**src/rtl/load_store_unit_if.sv**
```systemverilog
// Request and data-memory bus between the pipeline, the load/store unit and memory.
// slave is the unit's view; master is the pipeline/memory side.
interface load_store_unit_if #(
   parameter int N = 32
);
   logic         req_valid;
   logic         req_ready;
   logic         is_store;
   logic [2:0]   funct3;
   logic [N-1:0] addr;
   logic [N-1:0] store_data;
   logic [N-1:0] load_data;
   logic         done;
   logic         err;
   logic [N-1:0] mem_adr;
   logic [N-1:0] mem_write_data;
   logic         mem_write;
   logic [N-1:0] mem_read_data;

   modport slave (
      input  req_valid, is_store, funct3, addr, store_data,
      input  mem_read_data,
      output req_ready, load_data, done, err,
      output mem_adr, mem_write_data, mem_write
   );

   modport master (
      output req_valid, is_store, funct3, addr, store_data,
      output mem_read_data,
      input  req_ready, load_data, done, err,
      input  mem_adr, mem_write_data, mem_write
   );
endinterface

```
**src/rtl/load_store_unit.sv**
```systemverilog
// RV32I load/store sequencer over a word-wide memory; sb/sh use read-modify-write.
// Define LSU_MISALIGN_TRAP_EN to flag misaligned h/w accesses instead of aligning them.
module load_store_unit #(
   parameter int N = 32
) (
   input  logic             clk,
   input  logic             reset,
   load_store_unit_if.slave bus
);
   typedef enum logic [1:0] {IDLE, ACCESS, WRITE, DONE} state_t;

   state_t       state_q, state_d;
   logic [N-1:0] addr_q, addr_d;
   logic [2:0]   f3_q, f3_d;
   logic         st_q, st_d;
   logic [N-1:0] sdata_q, sdata_d;
   logic [N-1:0] word_q, word_d;
   logic [N-1:0] load_q, load_d;
   logic         err_q, err_d;

   logic         is_h, is_w, illegal, misalign, fault;
   logic [1:0]   off;
   logic [4:0]   sh_amt;
   logic [7:0]   rd_b;
   logic [15:0]  rd_h;
   logic [N-1:0] ext, mask, rep, merged, word_adr;

   logic         ready, done, we;
   logic [N-1:0] wdata, adr;

   assign is_h = (f3_q[1:0] == 2'b01);
   assign is_w = (f3_q[1:0] == 2'b10);

   assign illegal = (f3_q[1:0] == 2'b11)
                  | (f3_q == 3'b110)
                  | (st_q & f3_q[2]);

`ifdef LSU_MISALIGN_TRAP_EN
   assign misalign = (is_h & addr_q[0])
                   | (is_w & (addr_q[1:0] != 2'b00));
`else
   assign misalign = 1'b0;
`endif

   assign fault = illegal | misalign;

   // Low address bits below the access size are ignored when not trapping
   assign off = is_w ? 2'b00
              : is_h ? {addr_q[1], 1'b0}
              : addr_q[1:0];

   assign sh_amt   = {off, 3'b000};
   assign rd_b     = 8'(bus.mem_read_data >> sh_amt);
   assign rd_h     = 16'(bus.mem_read_data >> sh_amt);
   assign word_adr = {addr_q[N-1:2], 2'b00};

   always_comb begin
      ext = '0;
      unique case (f3_q)
         3'b000:  ext = {{(N-8){rd_b[7]}}, rd_b};
         3'b001:  ext = {{(N-16){rd_h[15]}}, rd_h};
         3'b010:  ext = bus.mem_read_data;
         3'b100:  ext = {{(N-8){1'b0}}, rd_b};
         3'b101:  ext = {{(N-16){1'b0}}, rd_h};
         default: ext = '0;
      endcase
   end

   assign mask = is_h ? (N'(16'hFFFF) << sh_amt)
                      : (N'(8'hFF) << sh_amt);
   assign rep  = is_h ? {(N/16){sdata_q[15:0]}}
                      : {(N/8){sdata_q[7:0]}};

   assign merged = (word_q & ~mask) | (rep & mask);

   always_comb begin
      state_d = state_q;
      addr_d  = addr_q;
      f3_d    = f3_q;
      st_d    = st_q;
      sdata_d = sdata_q;
      word_d  = word_q;
      load_d  = load_q;
      err_d   = err_q;
      ready   = 1'b0;
      done    = 1'b0;
      we      = 1'b0;
      wdata   = '0;
      adr     = '0;
      unique case (state_q)
         IDLE: begin
            ready = 1'b1;
            if (bus.req_valid) begin
               addr_d  = bus.addr;
               f3_d    = bus.funct3;
               st_d    = bus.is_store;
               sdata_d = bus.store_data;
               err_d   = 1'b0;
               state_d = ACCESS;
            end
         end
         ACCESS: begin
            adr     = word_adr;
            state_d = DONE;
            if (fault) begin
               err_d  = 1'b1;
               load_d = '0;
            end else if (!st_q) begin
               load_d = ext;
            end else if (is_w) begin
               we    = 1'b1;
               wdata = sdata_q;
            end else begin
               word_d  = bus.mem_read_data;
               state_d = WRITE;
            end
         end
         WRITE: begin
            adr     = word_adr;
            we      = 1'b1;
            wdata   = merged;
            state_d = DONE;
         end
         DONE: begin
            done    = 1'b1;
            state_d = IDLE;
         end
         default: state_d = IDLE;
      endcase
   end

   always_ff @(posedge clk or posedge reset) begin
      if (reset) begin
         state_q <= IDLE;
         addr_q  <= '0;
         f3_q    <= '0;
         st_q    <= 1'b0;
         sdata_q <= '0;
         word_q  <= '0;
         load_q  <= '0;
         err_q   <= 1'b0;
      end else begin
         state_q <= state_d;
         addr_q  <= addr_d;
         f3_q    <= f3_d;
         st_q    <= st_d;
         sdata_q <= sdata_d;
         word_q  <= word_d;
         load_q  <= load_d;
         err_q   <= err_d;
      end
   end

   assign bus.req_ready      = ready;
   assign bus.done           = done;
   assign bus.err            = done & err_q;
   assign bus.load_data      = load_q;
   assign bus.mem_write      = we;
   assign bus.mem_write_data = wdata;
   assign bus.mem_adr        = adr;
endmodule
```
**src/flat_wrapper.sv**
```systemverilog
// flat-port wrapper written by rule: the top's interface ports become plain ports
module load_store_unit_flat 
#(
   parameter int N = 32
)
  (clk, reset, bus_req_valid, bus_is_store, bus_funct3, bus_addr, bus_store_data, bus_mem_read_data, bus_req_ready, bus_load_data, bus_done, bus_err, bus_mem_adr, bus_mem_write_data, bus_mem_write);
  load_store_unit_if #(.N(N)) bus_i ();
  input  logic clk;
  input  logic reset;
  input wire logic [$bits(bus_i.req_valid)-1:0] bus_req_valid;
  input wire logic [$bits(bus_i.is_store)-1:0] bus_is_store;
  input wire logic [$bits(bus_i.funct3)-1:0] bus_funct3;
  input wire logic [$bits(bus_i.addr)-1:0] bus_addr;
  input wire logic [$bits(bus_i.store_data)-1:0] bus_store_data;
  input wire logic [$bits(bus_i.mem_read_data)-1:0] bus_mem_read_data;
  output wire logic [$bits(bus_i.req_ready)-1:0] bus_req_ready;
  output wire logic [$bits(bus_i.load_data)-1:0] bus_load_data;
  output wire logic [$bits(bus_i.done)-1:0] bus_done;
  output wire logic [$bits(bus_i.err)-1:0] bus_err;
  output wire logic [$bits(bus_i.mem_adr)-1:0] bus_mem_adr;
  output wire logic [$bits(bus_i.mem_write_data)-1:0] bus_mem_write_data;
  output wire logic [$bits(bus_i.mem_write)-1:0] bus_mem_write;
  assign bus_i.req_valid = bus_req_valid;
  assign bus_i.is_store = bus_is_store;
  assign bus_i.funct3 = bus_funct3;
  assign bus_i.addr = bus_addr;
  assign bus_i.store_data = bus_store_data;
  assign bus_i.mem_read_data = bus_mem_read_data;
  assign bus_req_ready = bus_i.req_ready;
  assign bus_load_data = bus_i.load_data;
  assign bus_done = bus_i.done;
  assign bus_err = bus_i.err;
  assign bus_mem_adr = bus_i.mem_adr;
  assign bus_mem_write_data = bus_i.mem_write_data;
  assign bus_mem_write = bus_i.mem_write;
  load_store_unit #(.N(N)) u_core (.clk(clk), .reset(reset), .bus(bus_i));
endmodule
```
**config.mk**
```make
export PLATFORM = sky130hd
export DESIGN_NAME = load_store_unit_flat
export DESIGN_NICKNAME = d
export VERILOG_FILES = /design/src/rtl/load_store_unit_if.sv /design/src/rtl/load_store_unit.sv /design/src/flat_wrapper.sv
export SDC_FILE = /design/constraint.sdc
export NUM_CORES = 1
export LEC_CHECK = 0
export BUFFER_PORTS_ARGS = -buffer_cell sky130_fd_sc_hd__buf_4
export CAP_MARGIN = 20
export CORE_MARGIN = 4
export CORE_UTILIZATION = 56
export CTS_CLUSTER_SIZE = 30
export DETAILED_ROUTE_END_ITERATION = 8
export GPL_TIMING_DRIVEN = 0
export HOLD_SLACK_MARGIN = 0.02
export PLACE_DENSITY = 0.93
export SLEW_MARGIN = 10
export SYNTH_ARGS = -nofsm -noshare
export SYNTH_HDL_FRONTEND = slang
export SYNTH_SLANG_ARGS = --single-unit
```
**constraint.sdc**
```tcl
create_clock -name clk -period 8.1 [get_ports clk]
set_clock_uncertainty 0.2 [all_clocks]
set_input_delay 1.62 -clock clk [delete_from_list [all_inputs] [get_ports clk]]
set_output_delay 1.62 -clock clk [all_outputs]
set_load 0.03 [all_outputs]
```
# Word level (Yosys, flattened, before mapping)
# Index checks and enable logic that the tools add are counted.
# Widths: inputs -> output; s select.
[word_totals]
out_inout_bits = 100
inputBits = 103
elab_cells = 69
register_bits = 135
[classes]
n_bitwise = 10
shift = 3
n_mux = 26
eq_ne = 14
reduce_logical = 8
[op_table]
columns = ["op", "n"]
rows = [
  ["$mux 32", 8],
  ["$pmux 32 s5", 1],
  ["$and 32x32->32", 2],
  ["$pmux 32 s2", 1],
  ["$not 32->32", 1],
  ["$or 32x32->32", 1],
  ["$shl 16x5->32 const A", 1],
  ["$shl 8x5->32 const A", 1],
  ["$shr 32x5->16", 1],
  ["$eq 3x3->1 const B", 3],
  ["$mux 1", 9],
  ["$eq 2x2->1 const B", 4],
  ["$mux 2", 4],
  ["$pmux 2 s4", 1],
  ["$eq 2x1->1 const B", 2],
  ["$ne 2x2->1 const B", 2],
  ["$pmux 1 s2", 2],
  ["$reduce_and 2->1", 2],
  ["$reduce_and 4->1", 1],
  ["$eq 3x1->1 const B", 1],
  ["$eq 3x2->1 const B", 1],
  ["$logic_not 3->1", 1],
  ["$reduce_and 3->1", 1],
  ["$and 1x1->1", 2],
  ["6 further kinds", 8],
]

# Logic depth before layout (Yosys ltp)
[logic_depth]
depth_word = 9
mapped_depth = 8
depth_no_buf = 6

# Worst setup path before layout
# OpenSTA, ideal clock, no wires.
[synth_timing]
kind = "reg-to-output"
start = "register u_core.state_q[0]"
end = "output bus_mem_write_data[10]"
setup_slack_ns = 4.479
path_stages_with_launch = 8
arrival_time_ns = 1.801
path_buffers = 2
cell_sequence = "dfrtp_1 inv_1 ha_1 clkbuf_1 nand2_1 clkbuf_1 nor4_1 a221o_1"
[synth_via]
elab_chain_len = 2
[synth_rtl]
columns = ["element", "line", "text"]
rows = [
  ["from (decl)", "load_store_unit.sv:12", "state_t state_q, state_d;"],
  ["from (signal assigned)", "load_store_unit.sv:143", "state_q <= state_d;"],
  ["$eq 2x2->1 / $eq 2x1->1 (equally long branches)", "load_store_unit.sv:90", "unique case (state_q)"],
  ["$pmux 32 s2 *", "load_store_unit.sv:90", ""],
  ["to (decl)", "flat_wrapper.sv:21", "output wire logic [$bits(bus_i.mem_write_data)-1:0] bus_mem_write_data;"],
]
# Every way passes the cells marked *; elsewhere a longest branch is shown, timed or not.

# Worst setup path after layout
[layout_timing]
start = "register u_core.state_q[0]"
end = "output bus_mem_write_data[30]"
# The elaborated chain is that of the path after synthesis.

==> metrics <==
status finished, final reports clean; worst min-delay path category reg2reg; WHS Path Cells 2; Final Hold Fails 0; Initial Util 57.63%; first-pass iteration count of the detailed router 5; FF+latch count, synth around 140; Final ANT Viol Nets 0; number of gates resized after cts 0; CTS hold repair buffers 0; RePlAce Congestion approximately 1; global route overflow 0; Max Cap Viol 0; Distinct cells, synth 48; CTS tree done; CP Max Fanout 10; vias in the first global route 6632; setup bufs post-CTS 0; Max-slew headroom 51.63%; crit path capture type output port; Mapped Area 6980 um^2; WS Path Type reg2out; Layout Nets roughly 940; H-tree Lvls 4; share of the synthesized area in the top cell type 48.40%; unrepaired setup endpoints after global routing false; Main synth FF type dfrtp_1; CTS sink cnt 135; chip width 119.6 um; DP Wirelength 17190 um; Tcrit/Tclk final 58.09%; Worst Path Arrival 2.89 ns; Cell Pwr Density about 480 nW/um^2; register area share after synthesis between 40% and 50%; final wirelength 22680 um; fraction of layout cells with a size suffix above 1 42.24%; Die Y 119.6 um; clk slew on worst S/H paths roughly 0.06 ns; startpoint types flop; Syn Inst Count 616; clk root buf clkbuf_16; asr flop ratio synth 100.0%; diodes inserted 0; CORE AREA 12110 um^2; setup violation total in the final timing report 0; CTS Buf Count 17; wire length per cell 22.28 um; fin. max-slew vios 0; worst slew pin tran slightly above 0.7 ns; die area 14310 um^2; Worst Path Required 6.28 ns; min cycle time layout about 4.7 ns; first-pass GRT wire length 35510 um; IO Count 203; FMAX between 200 and 250 MHz; leakage power around 0.0044 uW; setup total negative slack 0 ns; post-synth top area cell dfrtp_1; Max clock buf depth 2; Worst R2R Path Depth 8; standard-cell rows 40; drt via density 6.075; Avg Cell Area, Syn 11.33 um^2; Syn. warnings 0; via count 6184; Area contributors post-synth dfrtp_1 (48%), mux2_2 (16%), mux2i_1 (3.4%); Iteration-0 DRC Markers 581; worst skew pair latency about 0.43 ns; total global-route track usage 32.16%; peak supply drop 0.3456 mV; number of remaining DRC errors 0; EDFF count, synth 0; PortBufs 200; final core utilization ~77%; largest net degree at the start of global routing 95; synth-to-layout area growth 33.68%; antenna violations before repair 0
[cell usage in the layout (no fill, tap or decap), types with 3 or more instances in the layout]
cell type / count
nand2_1: 32
o2bb2ai_1: 7
a22o_1: 9
ha_1: 4
mux2i_1: 24
clkbuf_8: 3
o21ai_0: 36
clkbuf_16: 17
nor4_1: 16
o211ai_1: 8
nand2b_1: 5
nor2b_1: 5
and2_1: 35
a22oi_1: 15
nor2_1: 9
a21oi_1: 28
a211o_1: 15
inv_1: 7
nand3b_1: 7
a221o_1: 18
mux2_2: 99
buf_2: 12
bufinv_16: 3
and3_1: 18
o22ai_1: 7
clkbuf_1: 26
o21ai_1: 3
dfrtp_1: 135
buf_4: 208
buf_1: 7
[synthesized netlist by cell type (8+ instances only)]
cell and n:
o211ai_1 8, dfrtp_1 135, and2_1 35, a211o_1 15, mux2_2 99, nor4_1 16
inv_1 8, nor2_1 9, mux2i_1 24, buf_4 8, clkbuf_1 21, a22oi_1 15
a21oi_1 28, o21ai_0 36, a221o_1 18, buf_2 12, a22o_1 9, and3_1 18
nand2_1 32
[final timing paths]
check	start	to	slack [ns]
worst min-delay path	u_core.err_q	u_core.err_q	0.29
worst max-delay path	u_core.state_q[0]	bus_mem_write_data[30]	3.39
max in group asynchronous	reset	u_core.bus.load_data[0]	5.92
min in group asynchronous	reset	u_core.addr_q[5]	1.00
worst min register to register	u_core.err_q	u_core.err_q	0.29
worst max register to register	u_core.state_q[1]	u_core.bus.load_data[28]	5.54
[worst max-delay path: stages (launching register included)]
cell,delay (ns)
dfrtp_1,0.43
inv_1,0.11
ha_1,0.17
clkbuf_1,0.35
nand2_1,0.26
clkbuf_1,0.27
nor4_1,0.52
a211o_1,0.18
buf_4,0.16
[per-stage QoR]
stage / area, um^2 / hold WS [ns] / instances / setup WS (ns) / power [uW]
global placement: 8696 / 0.2742 / 985 / 1.491 / 3502
detailed placement: 8728 / 0.2777 / 986 / 3.940 / 3607
global route: 9331 / 0.3085 / 1018 / 3.328 / 4660
finish: 9331 / 0.2919 / 1018 / 3.395 / 4436
CTS: 9331 / 0.2907 / 1018 / 3.461 / 4419
floorplan: 6984 / 0.2478 / 617 / 2.669 / 2790
[state kept, by name, summed over array words and instances, names as in the netlist]
signal	flops
u_core.state_q	2
u_core.bus.load_data	32
u_core.addr_q	32
u_core.err_q	1
u_core.st_q	1
u_core.sdata_q	32
u_core.word_q	32
u_core.f3_q	3
[report_power, final]
part | internal (uW) | switching (uW) | leakage, uW
Clock | 508 | 284 | 0.000295
Sequential | 1010 | 222 | 0.00164
Combinational | 966 | 1450 | 0.00247
[layer usage]
layer	GRT usage [%]	wire length (um)
met5	0	0
met4	12.38	724
met3	11.07	2260
met2	54.63	11280
met1	37.62	8417
[layout make-up]
class                   instances  area (um^2)
plain buffers                  50        247.7
multi-input cells             424         3328
clock inverters                 7        117.6
fillers                       835         2780
inverters                       8        35.03
well taps                     168        210.2
repair buffers                201         1529
clock buffers                  25        485.5
flip-flops and latches        135         3378
[cell families after synthesis]
group,Yosys count,synth area share (%)
other,1,0.05372
DFF,135,48.40
and+or+nand+nor,135,10.92
buffers and inverters,58,3.979
adders and majority gates,6,1.022
AOI/OAI and AO/OA,156,15.74
muxes,125,19.90
(Power assumes the default switching activity.)
